$ cat src/rtl/matmul_tile_sequencer_pkg.sv
// matmul_tile_sequencer_pkg: shared state encoding and K-step computation for the tile sequencer
package matmul_tile_sequencer_pkg;
  typedef enum logic [2:0] {
    S_IDLE  = 3'd0,
    S_CLEAR = 3'd1,
    S_FEED  = 3'd2,
    S_DRAIN = 3'd3,
    S_WRITE = 3'd4,
    S_NEXT  = 3'd5,
    S_DONE  = 3'd6
  } state_t;
  function automatic int k_steps(input int inner, input int blk);
    return inner / blk;
  endfunction
endpackage

$ cat src/rtl/tile_index_counter.sv
// tile_index_counter: row-major row/col counter with programmable limits (clk, rst, i_clear, i_inc, i_row_lim, i_col_lim -> o_row, o_col, o_last)
module tile_index_counter #(
  parameter int W = 8
) (
  input  logic         clk,
  input  logic         rst,
  input  logic         i_clear,
  input  logic         i_inc,
  input  logic [W-1:0] i_row_lim,
  input  logic [W-1:0] i_col_lim,
  output logic [W-1:0] o_row,
  output logic [W-1:0] o_col,
  output logic         o_last
);
  logic [W-1:0] r_row, r_col;
  logic         w_col_wrap;
  assign w_col_wrap = r_col == i_col_lim - W'(1);
  assign o_last     = (r_row == i_row_lim - W'(1)) && w_col_wrap;
  assign o_row      = r_row;
  assign o_col      = r_col;
  always_ff @(posedge clk) begin
    if (rst || i_clear) begin
      r_row <= '0;
      r_col <= '0;
    end else if (i_inc) begin
      r_col <= w_col_wrap ? '0 : r_col + W'(1);
      r_row <= w_col_wrap ? r_row + W'(1) : r_row;
    end
  end
endmodule

$ cat src/rtl/matmul_tile_sequencer.sv
// matmul_tile_sequencer: walks the output tile grid, drives operand addresses and core control, returns each tile result over valid/ready
module matmul_tile_sequencer
  import matmul_tile_sequencer_pkg::*;
#(
  parameter int WIDTH           = 16,
  parameter int CHUNK_SIZE      = 4,
  parameter int BLOCK_SIZE      = 2,
  parameter int INNER_DIMENSION = 64,
  parameter int TILE_IDX_W      = 8,
  parameter int ADDR_WIDTH      = 16,
  parameter int DRAIN_MAX       = 64
) (
  input  logic                        clk,
  input  logic                        rst,
  input  logic                        i_start,
  input  logic [TILE_IDX_W-1:0]       i_num_row_tiles,
  input  logic [TILE_IDX_W-1:0]       i_num_col_tiles,
  output logic                        o_busy,
  output logic                        o_done,
  output logic                        o_error,
  output logic                        o_rd_en,
  output logic [ADDR_WIDTH-1:0]       o_w_addr,
  output logic [ADDR_WIDTH-1:0]       o_n_addr,
  output logic                        o_core_en,
  output logic                        o_core_reset_acc,
  input  logic                        i_accumulator_done,
  input  logic                        i_systolic_finish,
  input  logic [WIDTH*CHUNK_SIZE-1:0] i_core_out,
  output logic [WIDTH*CHUNK_SIZE-1:0] o_out_data,
  output logic [ADDR_WIDTH-1:0]       o_out_addr,
  output logic                        o_out_valid,
  input  logic                        i_out_ready
);
  localparam int K_STEPS = k_steps(INNER_DIMENSION, BLOCK_SIZE);
  localparam int CNT_W   = $clog2((K_STEPS > DRAIN_MAX ? K_STEPS : DRAIN_MAX) + 1);
  if (INNER_DIMENSION % BLOCK_SIZE != 0) begin : g_bad_dims
    $error("INNER_DIMENSION must be a multiple of BLOCK_SIZE");
  end
  state_t                      r_state, w_next;
  logic [CNT_W-1:0]            r_cnt;
  logic [TILE_IDX_W-1:0]       r_nr, r_nc, w_row, w_col;
  logic [WIDTH*CHUNK_SIZE-1:0] r_out_data;
  logic                        r_rd_d, r_error;
  logic                        w_last, w_empty, w_accept, w_timeout, w_capture, w_inc, w_unused;
  assign w_unused  = i_systolic_finish;
  assign w_empty   = r_nr == '0 || r_nc == '0;
  assign w_accept  = r_state == S_IDLE && i_start;
  assign w_timeout = r_state == S_DRAIN && !i_accumulator_done && r_cnt == CNT_W'(DRAIN_MAX - 1);
  assign w_capture = r_state == S_DRAIN && (i_accumulator_done || w_timeout);
  assign w_inc     = r_state == S_NEXT && !w_empty && !w_last;
  tile_index_counter #(.W(TILE_IDX_W)) u_tiles (
    .clk       (clk),
    .rst       (rst),
    .i_clear   (w_accept),
    .i_inc     (w_inc),
    .i_row_lim (r_nr),
    .i_col_lim (r_nc),
    .o_row     (w_row),
    .o_col     (w_col),
    .o_last    (w_last)
  );
  // An empty grid still spends one NEXT cycle so the job looks like every other one to the host.
  always_comb begin
    w_next = r_state;
    case (r_state)
      S_IDLE:  w_next = !i_start ? S_IDLE : (i_num_row_tiles == '0 || i_num_col_tiles == '0) ? S_NEXT : S_CLEAR;
      S_CLEAR: w_next = S_FEED;
      S_FEED:  w_next = r_cnt == CNT_W'(K_STEPS - 1) ? S_DRAIN : S_FEED;
      S_DRAIN: w_next = w_capture ? S_WRITE : S_DRAIN;
      S_WRITE: w_next = i_out_ready ? S_NEXT : S_WRITE;
      S_NEXT:  w_next = (w_empty || w_last) ? S_DONE : S_CLEAR;
      default: w_next = S_IDLE;
    endcase
    o_busy           = r_state != S_IDLE;
    o_done           = r_state == S_DONE;
    o_rd_en          = r_state == S_FEED;
    o_core_reset_acc = r_state == S_CLEAR;
    o_core_en        = r_rd_d || r_state == S_DRAIN;
    o_out_valid      = r_state == S_WRITE;
  end
  // r_cnt is k in FEED and the drain-cycle count in DRAIN; it restarts on every state change.
  always_ff @(posedge clk) begin
    if (rst) begin
      r_state    <= S_IDLE;
      r_cnt      <= '0;
      r_nr       <= '0;
      r_nc       <= '0;
      r_rd_d     <= 1'b0;
      r_error    <= 1'b0;
      r_out_data <= '0;
    end else begin
      r_state <= w_next;
      r_rd_d  <= r_state == S_FEED;
      r_cnt   <= (w_next != r_state || !(r_state == S_FEED || r_state == S_DRAIN)) ? '0 : r_cnt + 1'b1;
      if (w_accept) begin
        r_nr    <= i_num_row_tiles;
        r_nc    <= i_num_col_tiles;
        r_error <= 1'b0;
      end
      if (w_timeout) r_error <= 1'b1;
      if (w_capture) r_out_data <= i_core_out;
    end
  end
  assign o_error    = r_error;
  assign o_out_data = r_out_data;
  assign o_w_addr   = ADDR_WIDTH'(32'(w_row) * K_STEPS + 32'(r_cnt));
  assign o_n_addr   = ADDR_WIDTH'(32'(w_col) * K_STEPS + 32'(r_cnt));
  assign o_out_addr = ADDR_WIDTH'(32'(w_row) * 32'(r_nc) + 32'(w_col));
endmodule

$ cat config.mk
export PLATFORM = sky130hd
export DESIGN_NAME = matmul_tile_sequencer
export DESIGN_NICKNAME = d
export VERILOG_FILES = /design/src/rtl/matmul_tile_sequencer_pkg.sv /design/src/rtl/tile_index_counter.sv /design/src/rtl/matmul_tile_sequencer.sv
export SDC_FILE = /design/constraint.sdc
export NUM_CORES = 1
export LEC_CHECK = 0
export ABC_AREA = 1
export BUFFER_PORTS_ARGS = -buffer_cell sky130_fd_sc_hd__buf_2
export CORE_MARGIN = 2
export CORE_UTILIZATION = 58
export CTS_CLUSTER_SIZE = 12
export DETAILED_ROUTE_END_ITERATION = 12
export PLACE_DENSITY = 0.87
export SLEW_MARGIN = 25
export SYNTH_ARGS = -nofsm -noshare
export SYNTH_HDL_FRONTEND = slang
export SYNTH_HIERARCHICAL = 1
export SYNTH_SLANG_ARGS = --single-unit
export TNS_END_PERCENT = 20
$ cat constraint.sdc
create_clock -name clk -period 12 [get_ports clk]
set_input_delay 2.4 -clock clk [delete_from_list [all_inputs] [get_ports clk]]
set_output_delay 2.4 -clock clk [all_outputs]
set_load 0.05 [all_outputs]
# After elaboration in Yosys (flattened, before gate mapping)

Index checks and enable logic that the tools add are counted.

Flip-flop bits (word level): 108
Input port bits: 86
Output and inout bits: 119
Logic and storage cells: 67

Add/sub/neg operators: 8
$mul: 1
Eq/ne operators: 11
Muxes and demuxes: 10
Reduce and logical (&&, ||, !) cells: 28

Operators by type and width:

| kind                                                                  | count |
|---|---|
| 8-bit logical NOT                                                     | 4 |
| 13-bit by 7-bit adder with 14-bit output                              | 2 |
| 3-bit case mux with 6 select lines                                    | 1 |
| 16-bit by 8-bit adder with 16-bit output                              | 1 |
| 8-bit by 1-bit adder with 8-bit output, second input constant         | 2 |
| 8-bit equality test                                                   | 2 |
| 8-bit by 8-bit multiplier with 16-bit output                          | 1 |
| 8-bit by 1-bit subtractor with 8-bit output, second input constant    | 2 |
| 3-bit two-way mux                                                     | 4 |
| 3-bit equality test, second input constant                            | 3 |
| 1-bit logical OR                                                      | 8 |
| 8-bit two-way mux                                                     | 1 |
| 7-bit by 1-bit adder with 7-bit output, second input constant         | 1 |
| 7-bit by 5-bit equality test with 1-bit output, second input constant | 1 |
| 7-bit by 6-bit equality test with 1-bit output, second input constant | 1 |
| 1-bit logical AND                                                     | 7 |
| 3-bit by 2-bit equality test with 1-bit output, second input constant | 2 |
| 1-bit logical NOT                                                     | 4 |
| 1-bit two-way mux                                                     | 4 |
| 3-bit by 1-bit equality test with 1-bit output, second input constant | 1 |
| 3-bit logical NOT                                                     | 1 |
| 3-bit != test                                                         | 1 |
| 3-bit nonzero test                                                    | 1 |
| 2-bit AND reduction                                                   | 1 |
| other kinds (2)                                                       | 2 |

# Longest topological paths before layout

Depth after elaboration: 10
Depth in mapped cells: 23
Gate-level depth less buffers: 22

# Cells and area by module

Netlist, hierarchy kept.

Modules (own cells, without submodules):

| module                | instances | cells an instance | area each (µm²) | seq. area each (µm²) |
|---|---|---|---|---|
| matmul_tile_sequencer | 1         | 847               | 6,404.9         | 1,841.8 |
| tile_index_counter    | 1         | 213               | 1,325.0         | 320.3 |

# Worst setup path after synthesis

No wires, ideal clock.

Path type: flip-flop to output port
Start point: register u_tiles.r_row[0], in the netlist u_tiles/o_row[0]
End point: output port o_out_addr[12]
Arrival: 4,687 ps
Required time: 9,600 ps
Setup slack: 4,913 ps
Stages on the path, launching flop included: 17
Buffers on the path: 1
Path through: dfxtp_1 > clkbuf_1 > nand2_1 > fa_1 > fa_1 > inv_1 > fa_1 > inv_1 > fa_1 > inv_1 > ha_1 > a21oi_1 > o21ai_0 > a21oi_1 > nor2_1 > nor2_1 > xor2_1

Word-level cells in the longest chain between the ends: 2

RTL lines:

| element                                      | RTL line                     | RTL |
|---|---|---|
| start, declared                              | tile_index_counter.sv:15     | `logic [W-1:0] r_row, r_col;` |
| start signal, assigned                       | tile_index_counter.sv:27     | `r_row <= w_col_wrap ? r_row + W'(1) : r_row;` |
| 8-bit by 8-bit multiplier with 16-bit output | matmul_tile_sequencer.sv:108 | `assign o_out_addr = ADDR_WIDTH'(32'(w_row) * 32'(r_nc) + 32'(w_col));` |
| 16-bit by 8-bit adder with 16-bit output     | matmul_tile_sequencer.sv:108 |  |
| end, declared                                | matmul_tile_sequencer.sv:30  | `output logic [ADDR_WIDTH-1:0] o_out_addr,` |

No other way between the ends.

# Worst setup path in the final report

Ends and elaborated chain as after synthesis.

==> flow_summary_export.csv <==
group,metric,value,unit
die,pin_count,205,
global_routing,grt_antenna_before_repair,0,
timing,tns,0,ns
timing,rsz0062_at_grt,"false",
cells_and_area,fillCellCount,1104,
cells_and_area,drive_above_1_share,20.5,%
clock_tree,cts_sinks,108,
timing,max_freq,0.134,GHz
global_routing,grt_pass1_vias,6918,
routing,ant_nets,0,
clock_tree,numCtsBuffers,9,
synthesis,syn_inst,1060,
place,dp_hpwl,13800,um
timing,relSlewSlack,51.4,%
synthesis,synth.area.top_cells,"dfxtp_1 28%, fa_1 12%, nor2_1 9.3%",
place,io_buffers,199,
critical_path,critical_path_required,9.60,ns
die,coreArea,13100,um2
synthesis,synth_area_leader_cell,"dfxtp_1",
critical_path,path_class,"flip-flop to primary output",
clock_tree,holdBufCountCts,0,
power,p_leak,4.83,nW
timing,clock_skew,0.00872,ns
global_routing,overflow,0,
global_routing,grt_pass1_wl,30800,um
timing,setup_slack,4.56,ns
clock_tree,worstSkewPairLatency,0.35,ns
clock_tree,cts_setup_buffers,0,
clock_tree,cts_tree,"done",
timing,fin_crit_sh,62.0,%
routing,wl,18500,um
synthesis,netlist_area,7730,um2
synthesis,synth-edff-count,0,
die,start_util,58.8,%
synthesis,ys_types,43,
place,routabilityCongestion,0.911,
run,maxCapViolCount,0,
global_routing,grt_max_degree,66,
synthesis,synth_warnings,6,
die,num_rows,42,
power,power,0.828,mW
clock_tree,cts-root-buf,"clkbuf_16",
synthesis,avgSynthCellArea,7.29,um2
die,dieArea,14300,um2
power,power_density,93.2,nW/um2
timing,finalSetupViolations,0,
synthesis,synthFlopType,"dfxtp_1",
clock_tree,clockBufferDepth,2,
routing,drc,0,
run_status,run_status,"finished clean",
critical_path,endpoint_kind,"primary output",
synthesis,ys_ff_latch,108,
synthesis,async_reset_ff_share,0,%
die,dieWidth,119,um
cells_and_area,final_nets,1398,
routing,wl_per_cell,13.2,um
worst_hold_path,hold_path_class,"flip-flop to flip-flop",
critical_path,path_max_fanout,14,
place,dp.cells,1386,
place,dp_slack,5.00,ns
timing,hold_viol_final,0,
routing,num_vias,7146,
clock_tree,cts_max_level,3,
critical_path,cp_data_arrival_time,5.04,ns
critical_path,start_kind,"flip-flop",
cells_and_area,n_antenna_cell,0,
routing,dr.pass1.iters,5,
timing,finalMaxSlewViolations,0,
synthesis,netlist.area_leader.share,28.0,%
cells_and_area,syn2layout_area_growth,15.0,%
timing,worst_slew_pin_slew,0.728,ns
global_routing,grt_usage,26.5,%
routing,drt-initial-drc-count,499,
die,dieHeight,119,um
cells_and_area,final_util,67.7,%
clock_tree,clk_pin_slew_worst_paths,0.07,ns
synthesis,seq_area_frac_synth,28.0,%
power,ir_drop,0.101,mV
clock_tree,cts_resized,0,
timing,fin_crit,7.44,ns
routing,drt-vias-per-instance,5.10,
cells_and_area,fin_cells,1402,
layer usage:
metal | wire length [um] | global-route usage (%) | vias up
li1 | - | - | 3545
met1 | 7380 | 30.9 | 3270
met2 | 9310 | 47.7 | 287
met3 | 1340 | 5.51 | 44
met4 | 490 | 9.78 | 0
met5 | 0 | 0 | -
final cells by class:
type | instances | area [um2] | area share (%)
Inverter | 182 | 686 | 7.71
Clock inverter | 7 | 85.1 | 0.957
Tap cell | 176 | 220 | 2.48
Clock buffer | 9 | 225 | 2.53
Sequential cell | 108 | 2160 | 24.3
Timing Repair Buffer | 203 | 1030 | 11.5
Multi-Input combinational cell | 717 | 4490 | 50.5
registers in the layout (all words and copies together), names as in the netlist:
register	flops
o_error	1
o_out_data	64
r_cnt	7
r_nc	8
r_nr	8
r_rd_d	1
r_state	3
u_tiles/o_col	8
u_tiles/o_row	8
power by group:
group / switching (mW) / leakage [nW] / internal [mW]
Sequential: 0.0203 / 0.875 / 0.369
Clock: 0.143 / 0.154 / 0.166
Combinational: 0.0848 / 3.80 / 0.0449
cells in the mapped netlist (all sizes together), types with 7 or more instances:
cell type,n
nor2,200
buf,41
nand3,41
dfxtp,108
xnor2,19
inv,179
clkbuf,15
a21oi,37
ha,45
nand4,7
xor2,29
nand2,169
nor3,16
fa,46
o21ai,91
per-stage QoR:
step | area (um2) | hold WS, ns
2_1_floorplan | 7740 | 0.474
3_3_place_gp | 8580 | 0.455
3_5_place_dp | 8580 | 0.461
4_1_cts | 8890 | 0.473
5_1_grt | 8890 | 0.488
6_report | 8890 | 0.471
placed cells by master, fill, tap and decap left out, types with 2 or more instances in the layout:
cell type / instances
a21oi_1: 36
buf_2: 199
buf_4: 4
clkbuf_16: 9
clkinv_1: 2
clkinv_2: 2
conb_1: 4
dfxtp_1: 108
fa_1: 46
ha_1: 45
inv_1: 172
inv_2: 7
nand2_1: 164
nand2_2: 5
nand3_1: 38
nand3_2: 2
nand4_1: 6
nor2_1: 191
nor2_2: 7
nor2_4: 2
nor3_1: 15
nor3b_1: 3
o21ai_0: 49
o21ai_1: 40
o21bai_1: 3
xnor2_1: 19
xor2_1: 29
cell families (layout without fill, tap and decap cells):
| logic type | after synthesis | in the layout | share of synthesized area (%) |
|---|---|---|---|
| simple gates | 440 | 440 | 24.1 |
| buf+inv | 238 | 401 | 14.1 |
| compound gates | 134 | 134 | 9.10 |
| flops | 108 | 108 | 28.0 |
| fa+ha+maj | 91 | 91 | 19.2 |
| xor+xnor | 48 | 48 | 5.44 |
| other cells | 1 | 4 | 0.0485 |
critical path: stages (launching register included):
cell     delay (ns)
dfxtp_1        0.74
nand2_1        0.18
fa_1           0.54
fa_1           0.54
inv_1          0.05
fa_1           0.53
inv_1          0.05
fa_1           0.53
inv_1          0.04
ha_1           0.35
a21oi_1        0.19
o21ai_0        0.13
a21oi_1        0.21
nor2_1         0.06
nor2_1         0.11
xor2_1         0.14
buf_2          0.27
final timing paths:
| path | start | to | slack [ns] | depth (start not counted) |
|---|---|---|---|---|
| setup reg to reg | r_nc[0] | u_tiles/o_col[6] | 8.76 | 20 |
| hold / removal | o_error | o_error | 0.47 | 2 |
| hold reg to reg | o_error | o_error | 0.47 | 2 |
| setup / recovery | u_tiles/o_row[0] | o_out_addr[12] | 4.56 | 16 |
(Power assumes the default switching activity.)
